[config.mk]
export PLATFORM = sky130hd
export DESIGN_NAME = seg7_to_hex
export DESIGN_NICKNAME = d
export VERILOG_FILES = /design/src/rtl/seg7_to_hex.sv
export SDC_FILE = /design/constraint.sdc
export NUM_CORES = 1
export LEC_CHECK = 0
export CORE_MARGIN = 1.5
export CORE_UTILIZATION = 55
export DETAILED_ROUTE_END_ITERATION = 8
export PLACE_DENSITY = 0.82
export SLEW_MARGIN = 20
export SYNTH_ARGS = -nofsm -noshare
export SYNTH_HDL_FRONTEND = slang
export SYNTH_SLANG_ARGS = --single-unit
export TNS_END_PERCENT = 30
[constraint.sdc]
create_clock -name clk -period 6.79 [get_ports clk]
set_input_delay 0.679 -clock clk [delete_from_list [all_inputs] [get_ports clk]]
set_output_delay 0.679 -clock clk [all_outputs]
set_load 0.03 [all_outputs]
[src/rtl/seg7_to_hex.sv]
// seg7_to_hex: samples a multiplexed 7-segment bus, qualifies stable patterns and decodes them
// back to hex/kind/dp through a single-entry valid/ready register. SEG7_SHADOW_EN adds per-digit dedup.
module seg7_to_hex #(
  parameter int STABLE_CYCLES = 4,
  parameter int NDIG          = 4
) (
  input  logic                    clk,
  input  logic                    rst,
  input  logic [7:0]              seg_in,
  input  logic [NDIG-1:0]         dig_sel,
  output logic                    out_valid,
  input  logic                    out_ready,
  output logic [$clog2(NDIG)-1:0] out_digit,
  output logic [3:0]              out_hex,
  output logic [1:0]              out_kind,
  output logic                    out_dp,
  output logic                    sel_err,
  output logic                    ovf
);

  localparam int CW = $clog2(STABLE_CYCLES + 1);
  localparam int DW = $clog2(NDIG);
  localparam logic [CW-1:0] RUN_DONE = CW'(STABLE_CYCLES);
  localparam logic [6:0] SEG_TABLE [16] = '{
    7'h3F, 7'h06, 7'h5B, 7'h4F, 7'h66, 7'h6D, 7'h7D, 7'h07,
    7'h7F, 7'h6F, 7'h77, 7'h7C, 7'h39, 7'h5E, 7'h79, 7'h71
  };

  typedef enum logic {SETTLE, HOLD} state_t;
  typedef enum logic [1:0] {
    KIND_HEX     = 2'b00,
    KIND_LAMP    = 2'b01,
    KIND_BLANK   = 2'b10,
    KIND_INVALID = 2'b11
  } kind_t;

  state_t             state;
  logic [NDIG+7:0]    sample;
  logic [CW-1:0]      run_cnt;
  logic               diff;
  logic               qualify;
  logic [7:0]         q_seg;
  logic [NDIG-1:0]    q_sel;
  logic               q_onehot;
  logic [DW-1:0]      q_idx;
  kind_t              dec_kind;
  logic [3:0]         dec_hex;
  logic               dec_dp;
  logic               dup;
  logic               result_ok;
  logic               load;

  // The incoming bus is compared with the held sample, so a run is counted from its first capture.
  assign diff     = {dig_sel, seg_in} != sample;
  assign qualify  = (state == SETTLE) && (run_cnt == RUN_DONE);
  assign q_seg    = sample[7:0];
  assign q_sel    = sample[NDIG+7:8];
  assign q_onehot = $onehot(q_sel);

  always_comb begin
    // NOTE: every always_comb output gets a default first so no path leaves it unassigned (no latch).
    dec_kind = KIND_INVALID;
    dec_hex  = 4'h0;
    dec_dp   = q_seg[7];
    q_idx    = '0;
    if (q_seg == 8'hFF) begin
      dec_kind = KIND_LAMP;
      dec_dp   = 1'b0;
    end else if (q_seg == 8'h00) begin
      dec_kind = KIND_BLANK;
      dec_dp   = 1'b0;
    end else begin
      for (int i = 0; i < 16; i++) begin
        if (q_seg[6:0] == SEG_TABLE[i]) begin
          dec_kind = KIND_HEX;
          dec_hex  = 4'(i);
        end
      end
    end
    for (int i = 0; i < NDIG; i++) begin
      if (q_sel[i]) q_idx = DW'(i);
    end
  end

`ifdef SEG7_SHADOW_EN
  logic [NDIG-1:0] shadow_vld;
  logic [6:0]      shadow_data [NDIG];

  assign dup = shadow_vld[q_idx] && (shadow_data[q_idx] == {dec_kind, dec_hex, dec_dp});

  always_ff @(posedge clk) begin
    if (rst)       shadow_vld        <= '0;
    else if (load) shadow_vld[q_idx] <= 1'b1;
  end

  // NOTE: shadow payload has no reset; its valid bit gates every read, so clearing it buys nothing.
  always_ff @(posedge clk) begin
    if (load) shadow_data[q_idx] <= {dec_kind, dec_hex, dec_dp};
  end
`else
  assign dup = 1'b0;
`endif

  assign result_ok = qualify && q_onehot && !dup;
  assign load      = result_ok && (!out_valid || out_ready);

  // NOTE: all state here is updated with non-blocking assignments so every read sees pre-edge values.
  always_ff @(posedge clk) begin
    if (rst) begin
      state     <= SETTLE;
      sample    <= '0;
      run_cnt   <= '0;
      out_valid <= 1'b0;
      out_digit <= '0;
      out_hex   <= 4'h0;
      out_kind  <= KIND_HEX;
      out_dp    <= 1'b0;
      sel_err   <= 1'b0;
      ovf       <= 1'b0;
    end else begin
      sample <= {dig_sel, seg_in};
      if (diff)                      run_cnt <= CW'(1);
      else if (run_cnt != RUN_DONE)  run_cnt <= run_cnt + 1'b1;

      // A change on the qualifying edge already starts the next run, so stay in SETTLE for it.
      case (state)
        SETTLE: if (qualify) state <= diff ? SETTLE : HOLD;
        HOLD:   if (diff)    state <= SETTLE;
        default:             state <= SETTLE;
      endcase

      if (qualify && !q_onehot)                   sel_err <= 1'b1;
      if (result_ok && out_valid && !out_ready)   ovf     <= 1'b1;

      if (load) begin
        out_valid <= 1'b1;
        out_digit <= q_idx;
        out_hex   <= dec_hex;
        out_kind  <= dec_kind;
        out_dp    <= dec_dp;
      end else if (out_ready) begin
        out_valid <= 1'b0;
      end
    end
  end

endmodule

== Yosys cells after proc, flatten, opt, wreduce, memory -nomap -nowiden ==
Index checks and enable logic that the tools add are counted.

* Bits in registers: 28

* Add/subtract/negate cells: 4
* Equality and inequality tests: 21
* Multiplexer cells: 47
* Bitwise operators: 1
* Reduce and logical (&&, ||, !) cells: 14

{| class="wikitable"
|+ Operators by type and width
! operator !! count
|-
| $eq A7 B7 Y1 const B || 12
|-
| $mux W4 || 16
|-
| $mux W2 || 20
|-
| $eq A7 B3 Y1 const B || 2
|-
| $eq A7 B6 Y1 const B || 2
|-
| $ne A12 B12 Y1 || 1
|-
| $mux W1 || 10
|-
| $eq A8 B8 Y1 const B || 1
|-
| $logic_not A8 Y1 || 1
|-
| $logic_and A1 B1 Y1 || 6
|-
| $add A1 B1 Y2 || 2
|-
| $reduce_bool A2 Y1 || 2
|-
| $add A2 B2 Y3 || 1
|-
| $add A3 B1 Y3 const B || 1
|-
| $eq A3 B1 Y1 const B || 1
|-
| $eq A3 B3 Y1 const B || 1
|-
| $logic_not A1 Y1 || 3
|-
| $ne A3 B3 Y1 const B || 1
|-
| $pmux W1 S2 || 1
|-
| $reduce_or A2 Y1 || 1
|-
| $logic_or A1 B1 Y1 || 1
|-
| $not A1 Y1 || 1
|}

== Depth between registers and ports, before layout ==
* Depth after elaboration: 19
* Depth in mapped cells: 11
* Depth with buffers taken out: 10

== Least setup slack after synthesis ==
OpenSTA, ideal clock, no wires.

* Path type: register to register
* Start point: reg sample[8]
* End point: reg out_hex[0]
* Library setup time: 0.086 ns
* Arrival time: 2.973 ns
* Setup slack: 3.731 ns
* Cell stages (with the launch flop): 12
* Buffers on the path: 1
* Period minus slack after synthesis: 3.059 ns
* Cell sequence: dfxtp_1 > inv_1 > fa_1 > inv_1 > ha_1 > ha_1 > or3b_4 > or4_4 > buf_6 > a311oi_4 > o21ai_2 > a221oi_2

* Longest elaborated chain between the ends: 5

{| class="wikitable"
|+ Ends and longest elaborated chain
! item !! line !! source
|-
| from (decl) || 38 || <nowiki>logic [NDIG+7:0] sample;</nowiki>
|-
| from (signal assigned) || 121 || <nowiki>sample <= {dig_sel, seg_in};</nowiki>
|-
| $add A1 B1 Y2 (not written as such) || 58 || <nowiki>assign q_onehot = $onehot(q_sel);</nowiki>
|-
| $add A2 B2 Y3 (not written as such) || 58 ||
|-
| $eq A3 B1 Y1 || 58 ||
|-
| $logic_and A1 B1 Y1 || 104 || <nowiki>assign result_ok = qualify && q_onehot && !dup;</nowiki>
|-
| $logic_and A1 B1 Y1 || 105 || <nowiki>assign load = result_ok && (!out_valid || out_ready);</nowiki>
|-
| to (signal assigned) || 138 || <nowiki>out_hex <= dec_hex;</nowiki>
|-
| to (decl) || 14 || <nowiki>output logic [3:0] out_hex,</nowiki>
|}

Every way passes these cells.
A chain may end at the register's enable or synchronous reset.

== Worst setup path after layout ==
* Start point: reg sample[9]
* End point: reg out_hex[0]

The elaborated chain is that of the path after synthesis.

==> run_results.csv <==
group,metric,value,unit
sta,worst_pin_slew,0.977,ns
clock_tree,cts_buffer_depth,2,
finish,antennaDiodeCount,0,
route,routed_wl,3430,um
worst_setup_path,start_kind,"flip-flop",
worst_setup_path,rr_endpoint,"out_hex[0]",
route,drtIter0Drc,40,
synthesis,synth_flop_cell,"dfxtp_1",
sta,slew_headroom,34.6,%
synthesis,synth_cells,186,
pwr,combPwrFrac,12.7,%
pwr,clkPwrFrac,33.5,%
synthesis,synth.distinct_cells,51,
worst_setup_path,worstSetupPathType,"flip-flop to flip-flop",
finish,syn2layout_area_growth,15.9,%
clock_tree,cts_tree,"built",
worst_setup_path,cp_data_arrival_time,3.48,ns
worst_setup_path,worst-r2r-cell-count,10,
synthesis,syn_avg_cell_area,8.77,um2
floorplanning,start_util,58.6,%
sta,post-route-period-util,47.6,%
clock_tree,hold_buffers,0,
grt,grt_pass1_vias,1307,
worst_setup_path,startpoint,"sample[9]",
place,io_buffers,26,
clock_tree,clk_latency,0.34,ns
sta,min_period,3.23,ns
worst_setup_path,end_kind,"flip-flop",
sta,report.final.hold_viol_count,0,
sta,fmax,309,MHz
grt,grt_pass1_wl,5830,um
finish,drive_above_1_share,7.39,%
pwr,sequentialPowerShare,53.8,%
route,vias,1415,
sta,finalMaxSlewViolations,0,
grt,antenna_found_initial,0,
outcome,status,"finished, final reports clean",
worst_setup_path,critical-path-max-stage-delay,0.56,ns
synthesis,async_flop_share,0,%
synthesis,synth.ff_latch_count,28,
grt,grt_use_total,22.7,%
run,drv_cap,0,
clock_tree,htree_num_levels,1,
pwr,p_int,253,uW
worst_setup_path,crit_chain,"inv_1, fa_1, inv_1, ha_1, ha_1, or3b_4, or4_4, a311oi_4, o21ai_2, a221oi_2",
route,viasPerCell,6.05,
route,ant_nets,0,
finish,multi_input_area,940,um2
floorplanning,die-height,57.4,um
pwr,power,334,uW
floorplanning,core,2780,um2
sta,setup_viol,0,
clock_tree,cts-root-buf,"clkbuf_4",
pwr,peakVddDrop,161,uV
worst_setup_path,critPathMaxFanout,9,
clock_tree,post_cts_resized,0,
worst_hold_path,hold_class,"flip-flop to flip-flop",
place,gp_congestion,0.869,
pwr,p_leak,0.658,nW
route,wire_per_inst,14.7,um
finish,regArea,561,um2
sta,clock_skew,0.00156,ns
clock_tree,post_cts_buffers,0,
pwr,powerDensity,177,nW/um2
place,dp_hpwl,2530,um
synthesis,synth_fp_nets,206,
clock_tree,cts_sinks,28,
floorplanning,rows,19,
worst_setup_path,cp-endpoint,"out_hex[0]",
grt,grt_max_degree,29,
sta,rsz0062_at_grt,"false",
clock_tree,clk_pin_slew,0.15,ns
clock_tree,cts_made_buffers,3,
finish,fill_cells,237,
floorplanning,die_area,3300,um2
grt,grt_overflow,0,
finish,finalNetCount,224,
synthesis,yosys_warnings,0,
synthesis,synth_area,1630,um2
synthesis,ys_seq_area_share,34.4,%
pwr,swShare,24.4,%
worst_setup_path,required,7.04,ns
sta,fin_setup_tns,0,ns
route,drc,0,
finish,final_util,67.9,%
floorplanning,pin_count,27,
floorplanning,die_w,57.4,um
pwr,power_switching,81.4,uW
worst_setup_path,rr_startpoint,"sample[9]",
route,drt-pass1-iter-count,4,
worst_setup_path,rrSetupSlack,3.56,ns
worst_setup_path,slowest_stage,"or4_4",
synthesis,synth_enable_flop_cells,0,
-- worst max-delay path: cells and delay by family, from the launching register on --
kind	cells	cell delay [ns]
DFF	1	0.40
AOI/OAI and AO/OA	3	0.68
buffers and inverters	2	0.11
and+or+nand+nor	2	0.97
adders and majority gates	3	0.95
-- layer usage --
metal	routed length [um]	up-vias	part of all wire [%]	track usage, %
met4	96	0	2.8	12.3
li1	-	698	-	-
met5	0	-	0	0
met2	1640	51	48	37.0
met1	1510	658	44	28.9
met3	180	8	5.2	3.17
-- power by group through the flow --
stage	registers (mW)	clock network, mW	logic (mW)
floorplan	0.176	0	0.0360
global placement	0.183	0	0.0409
detailed placement	0.183	0	0.0422
finish	0.180	0.112	0.0423
CTS	0.180	0.114	0.0426
global route	0.181	0.120	0.0469
-- worst min-delay path by stage --
stage / startpoint / end / slack (ns) / cells past startpoint
after floorplan: run_cnt[1] / run_cnt[1] / 0.47 / 2
after detailed placement: out_dp / out_dp / 0.45 / 2
after global routing: out_dp / out_dp / 0.50 / 2
after CTS: out_dp / out_dp / 0.47 / 2
final: out_dp / out_dp / 0.47 / 2
after global placement: out_dp / out_dp / 0.44 / 2
-- state kept, by name, indices dropped and copies added, names as in the netlist --
register,cells
out_valid,1
state,1
out_digit,2
run_cnt,3
out_dp,1
ovf,1
out_kind,2
out_hex,4
sample,12
sel_err,1
-- synthesized netlist by cell type, types with 2 or more instances --
cell type,n,area (um2)
dfxtp_1,28,561
nor2b_1,14,87.6
nor2_1,13,48.8
xnor2_1,13,114
a21oi_1,11,55.1
inv_1,10,37.5
nand2_1,8,30.0
nand3_1,8,40.0
o21ai_0,8,40.0
nand2b_1,6,37.5
clkbuf_1,5,18.8
ha_1,4,50.1
nor3_1,4,20.0
and3_2,3,22.5
nand3b_1,3,22.5
nand4_1,3,18.8
nor4_1,3,18.8
a31oi_1,2,12.5
a32o_1,2,20.0
and4b_1,2,20.0
buf_4,2,15.0
buf_6,2,22.5
clkbuf_8,2,27.5
nand4b_1,2,17.5
xor2_1,2,17.5
-- kinds of logic (layout without fill, tap and decap cells) --
| group | after synthesis | after routing | share of synthesized area (%) |
|---|---|---|---|
| simple gates | 76 | 76 | 27.6 |
| xor+xnor | 15 | 15 | 8.06 |
| compound gates | 38 | 38 | 17.1 |
| fa+ha+maj | 5 | 5 | 4.30 |
| flops | 28 | 28 | 34.4 |
| buf+inv | 23 | 40 | 7.98 |
| mux | 1 | 1 | 0.614 |
-- metrics by stage --
step | std cells | setup slack, ns | hold WS (ns) | cell area [um2]
6_report | 234 | 3.56 | 0.466 | 1890
5_1_grt | 234 | 3.35 | 0.498 | 1890
4_1_cts | 234 | 3.55 | 0.470 | 1890
3_5_place_dp | 230 | 3.60 | 0.452 | 1840
3_3_place_gp | 230 | 3.71 | 0.443 | 1840
2_1_floorplan | 186 | 3.73 | 0.469 | 1630
-- cell usage in the layout, fill, tap and decap left out, drive strengths merged, types with 2 or more instances in the layout --
master         instances
a21oi                 11
a221oi                 2
a311oi                 2
a31oi                  2
a32o                   2
and3                   3
and4b                  2
clkbuf                 3
clkdlybuf4s50         26
dfxtp                 28
ha                     4
inv                   10
nand2                  8
nand2b                 6
nand3                  8
nand3b                 3
nand4                  3
nand4b                 2
nor2                  13
nor2b                 14
nor3                   4
nor4                   3
o21ai                  9
xnor2                 13
xor2                   2
-- area by class of cell --
class / count / area share (%)
tap: 31 / 2.05
clock buffer: 3 / 1.19
multi-input combinational: 135 / 49.7
inverter: 10 / 1.99
clock inverter: 1 / 1.59
timing repair buffer: 26 / 13.8
sequential: 28 / 29.7
No activity file was read; power rests on OpenSTA's default activity.
